<file path="src/rtl/countdown_timer_pkg.sv">
// Shared definitions for the mm:ss countdown timer: FSM states, BCD digit limits
// and the packed mm:ss field layout used by the seven-segment display path.
package countdown_timer_pkg;

  typedef enum logic [1:0] {
    IDLE    = 2'd0,
    RUN     = 2'd1,
    PAUSE   = 2'd2,
    EXPIRED = 2'd3
  } state_t;

  // Largest legal value of a units digit and of the seconds-tens digit
  localparam logic [3:0] DIGIT_MAX = 4'd9;
  localparam logic [3:0] TENS_MAX  = 4'd5;

  // Packed BCD layout {minuteXX, minuteX, secondXX, secondX}
  typedef struct packed {
    logic [3:0] min_tens;
    logic [3:0] min_ones;
    logic [3:0] sec_tens;
    logic [3:0] sec_ones;
  } mmss_t;

  // A value is loadable when every digit is BCD and the seconds stay below 60
  function automatic logic mmss_valid(input mmss_t v);
    return (v.min_tens <= DIGIT_MAX) && (v.min_ones <= DIGIT_MAX) &&
           (v.sec_tens <= TENS_MAX)  && (v.sec_ones <= DIGIT_MAX);
  endfunction

endpackage

</file>
<file path="src/rtl/bcd_mmss_decrement.sv">
// Combinational one-second decrement of a packed BCD mm:ss value, with zero
// detection on both the input and the decremented result.
module bcd_mmss_decrement
  import countdown_timer_pkg::*;
(
  input  logic [15:0] value,
  output logic [15:0] result,
  output logic        value_zero,
  output logic        result_zero
);

  mmss_t cur;
  mmss_t nxt;

  assign cur        = value;
  assign value_zero = (value == 16'h0000);

  // Subtract one second, rippling the borrow from secondX up to minuteXX; 00:00 holds
  always_comb begin
    nxt = cur;
    if (!value_zero) begin
      if (cur.sec_ones != 4'd0) begin
        nxt.sec_ones = cur.sec_ones - 4'd1;
      end else begin
        nxt.sec_ones = DIGIT_MAX;
        if (cur.sec_tens != 4'd0) begin
          nxt.sec_tens = cur.sec_tens - 4'd1;
        end else begin
          nxt.sec_tens = TENS_MAX;
          if (cur.min_ones != 4'd0) begin
            nxt.min_ones = cur.min_ones - 4'd1;
          end else begin
            nxt.min_ones = DIGIT_MAX;
            nxt.min_tens = cur.min_tens - 4'd1;
          end
        end
      end
    end
  end

  assign result      = nxt;
  assign result_zero = (nxt == 16'h0000);

endmodule

</file>
<file path="src/rtl/countdown_timer.sv">
// Loadable BCD mm:ss countdown timer with pause/resume and expiry flags.
// A prescaler divides clk down to one decrement per TICK_CYCLES cycles.
module countdown_timer
  import countdown_timer_pkg::*;
#(
  parameter int TICK_CYCLES = 100_000_000
)
(
  input  logic        clk,
  input  logic        rst,
  input  logic        load,
  input  logic [15:0] load_value,
  input  logic        start,
  input  logic        pause,
  output logic [15:0] time_left,
  output logic        running,
  output logic        expired,
  output logic        expire_pulse,
  output logic        load_err
);

  localparam int PW = $clog2(TICK_CYCLES);

  state_t          state;
  logic [PW-1:0]   prescaler;
  logic [15:0]     dec_value;
  logic            value_zero;
  logic            dec_zero;
  logic            load_ok;
  logic            tick;

  bcd_mmss_decrement u_dec (
    .value       (time_left),
    .result      (dec_value),
    .value_zero  (value_zero),
    .result_zero (dec_zero)
  );

  assign load_ok = mmss_valid(load_value);
  assign tick    = (state == RUN) && (prescaler == PW'(TICK_CYCLES - 1));

  // Timer FSM: load beats pause beats start; a rejected load only raises load_err
  always_ff @(posedge clk) begin
    if (!rst) begin
      state        <= IDLE;
      time_left    <= 16'h0000;
      prescaler    <= '0;
      running      <= 1'b0;
      expired      <= 1'b0;
      expire_pulse <= 1'b0;
      load_err     <= 1'b0;
    end else begin
      expire_pulse <= 1'b0;
      load_err     <= 1'b0;
      if (load) begin
        if (load_ok) begin
          state     <= IDLE;
          time_left <= load_value;
          prescaler <= '0;
          running   <= 1'b0;
          expired   <= 1'b0;
        end else begin
          load_err <= 1'b1;
        end
      end else begin
        case (state)
          IDLE: begin
            if (start && !pause) begin
              prescaler <= '0;
              if (value_zero) begin
                state        <= EXPIRED;
                expired      <= 1'b1;
                expire_pulse <= 1'b1;
              end else begin
                state   <= RUN;
                running <= 1'b1;
              end
            end
          end
          RUN: begin
            if (tick) begin
              prescaler <= '0;
              time_left <= dec_value;
              if (dec_zero) begin
                state        <= EXPIRED;
                running      <= 1'b0;
                expired      <= 1'b1;
                expire_pulse <= 1'b1;
              end else if (pause) begin
                state   <= PAUSE;
                running <= 1'b0;
              end
            end else begin
              prescaler <= prescaler + PW'(1);
              if (pause) begin
                state   <= PAUSE;
                running <= 1'b0;
              end
            end
          end
          PAUSE: begin
            if (start && !pause) begin
              state   <= RUN;
              running <= 1'b1;
            end
          end
          EXPIRED: begin
          end
          default: begin
            state   <= IDLE;
            running <= 1'b0;
            expired <= 1'b0;
          end
        endcase
      end
    end
  end

endmodule

</file>
<file path="config.mk">
export PLATFORM = sky130hd
export DESIGN_NAME = countdown_timer
export DESIGN_NICKNAME = d
export VERILOG_FILES = /design/src/rtl/countdown_timer_pkg.sv /design/src/rtl/bcd_mmss_decrement.sv /design/src/rtl/countdown_timer.sv
export SDC_FILE = /design/constraint.sdc
export NUM_CORES = 1
export LEC_CHECK = 0
export ABC_AREA = 1
export CORE_AREA = 2 2 118 63
export DETAILED_ROUTE_END_ITERATION = 7
export DIE_AREA = 0 0 120 65
export DONT_BUFFER_PORTS = 1
export PLACE_DENSITY_LB_ADDON = 0.25
export SYNTH_ARGS = -nofsm -noshare
export SYNTH_HDL_FRONTEND = slang
export SYNTH_HIERARCHICAL = 1
export SYNTH_SLANG_ARGS = --single-unit
</file>
<file path="constraint.sdc">
create_clock -name clk -period 1.82 [get_ports clk]
set_input_delay 0.273 -clock clk [delete_from_list [all_inputs] [get_ports clk]]
set_output_delay 0.273 -clock clk [all_outputs]
set_load 0.005 [all_outputs]
</file>
==> impl_metrics.env <==
export IMPL_outcome="complete, but fails checks"
export IMPL_violations="negative setup slack"
export IMPL_syn_num_nets=616
export IMPL_r2r_end="state[0]$_SDFFE_PN0P_"
export IMPL_track_usage_pct=28.14
export IMPL_peakVddDrop_mv=0.3947
export IMPL_p_leak_nw=1.987
export IMPL_finalSetupViolations=41
export IMPL_yosysTopAreaCellShare_pct=27.17
export IMPL_min_path_type="primary input to flip-flop"
export IMPL_fin_ws_ns=-0.2401
export IMPL_crit_required_ns=2.06
export IMPL_die_area_um2=7800
export IMPL_cts_sinks=49
export IMPL_n_antenna_cell=0
export IMPL_layout_commonest_cell="nand2_1"
export IMPL_ys_dominant_reg_cell="dfxtp_1"
export IMPL_wl_per_cell_um=14.51
export IMPL_start_kind="flip-flop"
export IMPL_fin_area_um2=4513
export IMPL_yosysSeqAreaShare_pct=27.17
export IMPL_start_util_pct=52.26
export IMPL_slew_violations=0
export IMPL_ys_seq_elements=49
export IMPL_grt_antenna_before_repair=0
export IMPL_min_delay_start="rst"
export IMPL_syn_area_per_cell_um2=6.131
export IMPL_cts_tree="done"
export IMPL_cts_htree_levels=2
export IMPL_tightest_slew_ns=0.4697
export IMPL_final_cell_mix="193 x nand2_1, 72 x inv_1, 66 x nor2_1"
export IMPL_cts_hold_buffers=0
export IMPL_power_density_nw_per_um2=706.0
export IMPL_synth_warnings=6
export IMPL_ioPinCount=41
export IMPL_first_iter_violations=258
export IMPL_critPathKind="flip-flop to flip-flop"
export IMPL_portBuffers=0
export IMPL_drive_above_1_share_pct=26.75
export IMPL_fin_skew_ns=0.007787
export IMPL_hpwl_um=7716
export IMPL_vias_per_cell=5.281
export IMPL_clkLatencyLatePin_ns=0.30
export IMPL_die_height_um=65
export IMPL_synth_top_area_cell="dfxtp_1"
export IMPL_fin_crit_sh_pct=113.2
export IMPL_synth_cell_types=35
export IMPL_maxCapViolCount=0
export IMPL_first_pass_iters=5
export IMPL_drcViolationCount=0
export IMPL_fillers=612
export IMPL_reg2reg_from="time_left[1]$_SDFFE_PN0P_"
export IMPL_rsz0062_at_grt="true"
export IMPL_grt_overflow_total=0
export IMPL_yosys_top_cells_area="dfxtp_1 27%, nand2_1 20%, inv_1 7.9%, nor2_1 7.4%, nand3_1 4.3%"
export IMPL_clockRootBuffer="clkbuf_16"
export IMPL_finalPower_mw=3.186
export IMPL_reg2reg_depth=15
export IMPL_slew_headroom_pct=68.45
export IMPL_clk_pin_slew_ns=0.07
export IMPL_synthCells=589
export IMPL_hold_viol=0
export IMPL_final_util_pct=65.32
export IMPL_clockBufferDepth=2
export IMPL_ff2ff_setup_slack_ns=-0.24
export IMPL_grt_max_degree=22
export IMPL_gp_congestion=0.9087
export IMPL_core_area_um2=6909
export IMPL_grt_pass1_wl_um=17280
export IMPL_crit_path_end_kind="flip-flop"
export IMPL_vias=3903
export IMPL_synth_async_sr_flop_share_pct=0
export IMPL_netlist_area_um2=3611
export IMPL_max_freq_mhz=485.4
export IMPL_synth_edff_count=0
export IMPL_area_growth_pct=24.98
export IMPL_cts_made_buffers=5
export IMPL_die_w_um=120
export IMPL_worst_path_max_fanout=6
export IMPL_placementRows=22
export IMPL_grt_pass1_vias=3627
export IMPL_routed_wl_um=10720
export IMPL_arrival_ns=2.30
export IMPL_hold_end="prescaler[0]$_SDFFE_PN0P_"
export IMPL_ant_nets=0
export IMPL_nNetsFinal=671
export IMPL_period_minus_slack_ns=2.060
export IMPL_hold_path_depth=2
export IMPL_place_area_um2=4063
[per-layer routing]
metal,track usage (%),share of wire [%]
met5,0,0
met4,7.500,0.71
met3,7.658,11
met2,39.28,39
met1,41.87,49
[flip-flops by register name, indices dropped and copies added, names as in the netlist]
register / flops
state: 2
expire_pulse: 1
load_err: 1
time_left: 16
expired: 1
running: 1
prescaler: 27
[cells in the mapped netlist (all sizes together), types with 2 or more instances]
library cell	instances
inv	85
dfxtp	49
nor3	12
nand2	214
o21ai	20
a21oi	30
ha	6
nand4	14
nor2	85
buf	12
nand3b	2
nand3	44
clkbuf	2
xor2	6
o21bai	2
[worst max-delay path by stage]
stage	start	end	slack, ns	cells past startpoint
global placement	time_left[4]$_SDFFE_PN0P_	state[1]$_SDFFE_PN0P_	-0.15	15
floorplan	time_left[12]$_SDFFE_PN0P_	state[1]$_SDFFE_PN0P_	0.01	19
CTS	time_left[5]$_SDFFE_PN0P_	state[1]$_SDFFE_PN0P_	-0.16	15
detailed placement	time_left[6]$_SDFFE_PN0P_	state[1]$_SDFFE_PN0P_	-0.25	15
global route	time_left[1]$_SDFFE_PN0P_	state[0]$_SDFFE_PN0P_	-0.35	16
finish	time_left[1]$_SDFFE_PN0P_	state[0]$_SDFFE_PN0P_	-0.24	15
[kinds of logic after synthesis]
kind of cell,after synthesis,synth area share [%]
AOI/OAI and AO/OA,55,9.148
buffers and inverters,99,11.71
DFF,49,27.17
adders and majority gates,6,2.079
and+or+nand+nor,373,48.20
xor gates and xnor gates,7,1.698
[metrics by stage]
step | worst slack [ns] | hold slack, ns | std cells | TNS, ns
after floorplan | 0.01209 | 0.4148 | 589 | 0
after global placement | -0.1476 | 0.4198 | 719 | -0.4294
after detailed placement | -0.2460 | 0.4218 | 719 | -0.8264
after CTS | -0.1620 | 0.1123 | 734 | -0.4499
after global routing | -0.3548 | 0.1143 | 739 | -8.002
final | -0.2401 | 0.1120 | 739 | -2.992
[power by group]
group | total, mW | switching [mW] | internal (mW)
sequential | 1.14 | 0.0299 | 1.11
combinational | 1.14 | 0.657 | 0.484
clock | 0.906 | 0.413 | 0.493
[worst max-delay path, cell delays in order (launching register included)]
cell     delay (ns)
dfxtp_2        0.34
nor2_4         0.14
nand2_4        0.10
nor2_8         0.20
nand3_4        0.13
nand2_1        0.09
inv_2          0.04
nor3_2         0.17
nand2_1        0.11
nor2_2         0.15
nand3_2        0.15
nand2_1        0.09
nand2_1        0.05
nand2_1        0.05
nand2_1        0.07
a21oi_2        0.12
[layout make-up]
cell class	count	area, µm²	share of cell area, %
timing repair buffer	62	574.3	12.73
clock buffer	5	125.1	2.772
clock inverter	1	5.005	0.1109
tap	96	120.1	2.661
multi-input combinational	441	2365	52.40
sequential	49	997.2	22.10
inverter	85	326.6	7.236
[repair_timing]
item                                    CTS  global route
setup buffers                             9             4
pin swaps                                18            14
cloned                                    0             1
resized for setup                        33            20
endpoints found under the setup margin    6            45
No activity file was read; power rests on OpenSTA's default activity.
